==> config.mk <==
export PLATFORM = sky130hd
export DESIGN_NAME = instr_fetch_unit
export DESIGN_NICKNAME = d
export VERILOG_FILES = /design/src/rtl/instr_fetch_unit.sv
export SDC_FILE = /design/constraint.sdc
export NUM_CORES = 1
export LEC_CHECK = 0
export ABC_AREA = 1
export CORE_UTILIZATION = 43
export CTS_CLUSTER_DIAMETER = 200
export CTS_CLUSTER_SIZE = 40
export DETAILED_ROUTE_END_ITERATION = 6
export PLACE_DENSITY = 0.79
export SETUP_SLACK_MARGIN = 0.05
export SKIP_CTS_REPAIR_TIMING = 1
export SLEW_MARGIN = 5
export SYNTH_ARGS = -nofsm -noshare
export SYNTH_HDL_FRONTEND = slang
export SYNTH_SLANG_ARGS = --single-unit
==> constraint.sdc <==
create_clock -name clk -period 2 [get_ports clk]
set_input_delay 0.4 -clock clk [delete_from_list [all_inputs] [get_ports clk]]
set_output_delay 0.4 -clock clk [all_outputs]
set_load 0.1 [all_outputs]
==> src/rtl/instr_fetch_unit.sv <==
// rtl/instr_fetch_unit.sv - RISC-V fetch stage: PC, imem req/ack fetch, retire-time redirect and trap
module instr_fetch_unit #(
  parameter logic [31:0] RESET_PC  = 32'h0000_0000,
  parameter logic [31:0] NOP_INSTR = 32'h0000_0013
) (
  input  logic        clk,
  input  logic        rst_n,
  output logic        imem_req,
  output logic [31:0] imem_addr,
  input  logic        imem_ack,
  input  logic [31:0] imem_rdata,
  output logic [31:0] instr,
  output logic        instr_valid,
  input  logic        instr_ready,
  output logic [31:0] pc,
  output logic [31:0] pc_plus4,
  input  logic        branch,
  input  logic        jump,
  input  logic        zero,
  input  logic [31:0] target,
  output logic        misaligned,
  output logic [31:0] retired
);

  localparam logic [1:0] S_IDLE  = 2'd0;
  localparam logic [1:0] S_FETCH = 2'd1;
  localparam logic [1:0] S_HOLD  = 2'd2;
  localparam logic [1:0] S_HALT  = 2'd3;

  logic [1:0]  state;
  logic [1:0]  state_next;
  logic        fetch_done;
  logic        retire;
  logic        take;
  logic        trap;
  logic [31:0] next_pc;

  // Retire-time control decode: pick the successor PC and spot a misaligned taken target.
  always_comb begin
    fetch_done = (state == S_FETCH) && imem_ack;
    retire     = (state == S_HOLD) && instr_ready;
    take       = (branch && zero) || jump;
    next_pc    = take ? target : pc_plus4;
    trap       = retire && take && (target[1:0] != 2'b00);
  end

  // Next-state logic; S_HALT is only left through reset.
  always_comb begin
    state_next = state;
    case (state)
      S_IDLE:  state_next = S_FETCH;
      S_FETCH: if (imem_ack) state_next = S_HOLD;
      S_HOLD:  if (instr_ready) state_next = trap ? S_HALT : S_FETCH;
      S_HALT:  state_next = S_HALT;
      default: state_next = S_IDLE;
    endcase
  end

  // State register.
  always_ff @(posedge clk or negedge rst_n) begin
    if (!rst_n) state <= S_IDLE;
    else        state <= state_next;
  end

  // Program counter: advances only on a non-trapping retire, so a trap leaves the faulting pc visible.
  always_ff @(posedge clk or negedge rst_n) begin
    if (!rst_n)                pc <= RESET_PC;
    else if (retire && !trap)  pc <= next_pc;
  end

  // Instruction register: captured on the ack that ends a fetch, returned to NOP on retire.
  always_ff @(posedge clk or negedge rst_n) begin
    if (!rst_n)          instr <= NOP_INSTR;
    else if (fetch_done) instr <= imem_rdata;
    else if (retire)     instr <= NOP_INSTR;
  end

  // Retired-instruction counter, wrapping naturally at 32 bits.
  always_ff @(posedge clk or negedge rst_n) begin
    if (!rst_n)      retired <= 32'd0;
    else if (retire) retired <= retired + 32'd1;
  end

  // Sticky misaligned-target flag.
  always_ff @(posedge clk or negedge rst_n) begin
    if (!rst_n)    misaligned <= 1'b0;
    else if (trap) misaligned <= 1'b1;
  end

  // Handshake outputs decode the registered state only, so inputs never reach them combinationally.
  always_comb begin
    imem_req    = (state == S_FETCH);
    instr_valid = (state == S_HOLD);
    imem_addr   = pc;
    pc_plus4    = pc + 32'd4;
  end

endmodule

==> qor.yml <==
synth:
  syn_inst: 825
  synth_seq_cells: 99
  synth_fp_nets: 898
  syn_area_mm2: 0.00599
  yosysWarnings: 0
  avgSynthCellArea_um2: 7.26
  ys_types: 32
  seq_area_frac_synth_pct: 41.5
sta:
  fmax_mhz: 414
  maxSlewHeadroom_pct: 60.2
  worstMarginPinSlew_ps: 597
  rsz0062_at_grt: "true"
  fin_skew_ps: 10.8
  hold_viol_final: 0
  fin_ws_ps: -417
  setup_viol: 27
  report.final.slew_viol_count: 0
  fin_crit_sh_pct: 121
  period_minus_slack_ps: 2420
global_route:
  grt_pass1_wl_mm: 31.1
  grt-ovfl-total: 0
  grt_pass1_vias: 6341
  antenna_found_initial: 1
  grtUsageTotal_pct: 27.5
  grt_max_degree: 100
finish:
  fin_area_mm2: 0.0102
  fin_nets: 1152
  final_cell_mix: "nand2_1 (252), buf_4 (142), nor2_1 (88), buf_12 (83), inv_1 (74)"
  syn2layout_area_growth_pct: 70.4
  final_common_cell: "nand2_1"
  final_layout_size_suffix_gt1_share_pct: 35.7
  antennaDiodeCount: 0
critical_path:
  r2r_cells: 10
  reg2reg_slack_ps: 210
  cp-startpoint: "imem_addr[2]$_DFFE_PN0P_"
  critical_path_required_ps: 1600
  cp-start-kind: "register"
  r2r-end: "imem_addr[12]$_DFFE_PN0P_"
  reg2reg_from: "imem_addr[2]$_DFFE_PN0P_"
  critPathCaptureType: "output port"
  timing.critical_path.arrival_ps: 2020
  path_class: "reg -> out"
  critPathMaxFanout: 3
route:
  via_per_inst: 5.23
  first_iter_violations: 464
  drt-pass1-iter-count: 5
  wire_per_inst_um: 16.0
  dr_total_vias: 6595
  wl_mm: 20.2
  ant_nets: 0
  drc: 0
placement:
  port_buffers: 233
  placed_cell_area_mm2: 0.00955
  hpwl_mm: 14.6
  place.gp.congestion: 0.895
clock_network:
  cts_tree: "yes"
  cts_buffers: 9
  cts_sinks: 99
  insertion_delay_ps: 360
  h-tree-depth: 3
  cts_root_buf: "clkbuf_16"
  clk_pin_slew_ps: 70
  clk_path_buf_depth: 2
outcome:
  status: "finished, violations left"
  violations: "negative setup slack"
die:
  dieArea_mm2: 0.0144
  coreArea_mm2: 0.0134
  io_pins: 234
  row_count: 42
  die-height_um: 120
  fp.dieW_um: 120
  start_util_pct: 44.7
run:
  cap_violations: 0
worst_hold_path:
  hold_path_class: "in -> async"
[registers in the layout, summed over array words and instances (netlist names)]
signal and cells:
imem_addr 32, instr 32, misaligned 1, retired 32, state 2
[routing by layer]
metal  up-vias  share of wire [%]  track usage (%)  wire, µm
met4         0                3.6             11.6       725
met3        59                8.1             6.70      1630
met1      3117                 39             32.8      7810
met2       323                 50             46.9     10100
li1       3096                  -                -         -
met5         -                  0                0         0
[synthesized netlist by cell type, drive strengths merged]
| library cell | number | share of area (%) |
|---|---|---|
| a21oi | 4 | 0.71 |
| a31oi | 2 | 0.21 |
| a32o | 29 | 4.8 |
| and2 | 1 | 0.10 |
| buf | 46 | 6.0 |
| clkbuf | 10 | 0.63 |
| clkinv | 1 | 0.063 |
| dfrtp | 96 | 40 |
| dfstp | 3 | 1.3 |
| ha | 2 | 0.42 |
| inv | 82 | 5.1 |
| nand2 | 298 | 19 |
| nand3 | 41 | 3.7 |
| nand3b | 10 | 1.3 |
| nand4 | 1 | 0.10 |
| nor2 | 113 | 7.5 |
| nor3 | 4 | 0.50 |
| o21ai | 54 | 4.5 |
| o22a | 3 | 0.44 |
| o22ai | 1 | 0.10 |
| xnor2 | 9 | 1.3 |
| xor2 | 15 | 2.2 |
[stage by stage]
step	setup TNS (ps)	hold WS, ps	std cells	util, %	setup slack [ps]
6_report	-8190	59.8	1260	76.1	-417
5_1_grt	-10050	132	1260	76.1	-486
4_1_cts	-10980	135	1252	73.4	-575
3_5_place_dp	-1130	460	1236	71.3	-185
3_3_place_gp	-237	455	1236	71.3	-61.6
2_1_floorplan	-18750	104	825	-	-680
[worst max path at each step]
stage and to:
6_report pc_plus4[20], 5_1_grt pc_plus4[20], 4_1_cts pc_plus4[12], 3_5_place_dp pc_plus4[12], 3_3_place_gp pc_plus4[24], 2_1_floorplan pc_plus4[11]
[layout make-up]
cell class                 count  area [µm²]
inverter                      83         330
timing repair buffer         299        3470
tap                          176         220
fill                         909        3200
sequential                    99        2520
clock inverter                 7        65.1
clock buffer                   9         225
multi-input combinational    587        3360
[critical path, stage by stage (launching register included)]
cell,delay (ps)
dfrtp_4,420
ha_2,190
nand2_2,70
nor2_4,160
buf_4,140
nand3b_1,150
nor2_1,150
nand2_1,120
nand2_4,90
buf_12,170
[kinds of logic (layout without fill, tap and decap cells)]
group           Yosys count  after routing  share of synthesized area, %
buf+inv                 139            398                          11.9
simple gates            468            468                          31.9
compound gates           93             93                          10.8
xor+xnor                 24             24                          3.51
fa+ha+maj                 2              2                         0.418
flops                    99             99                          41.5
Power is not shown: default switching activity piles up to over one toggle a cycle in this logic, so the estimate is an artifact.
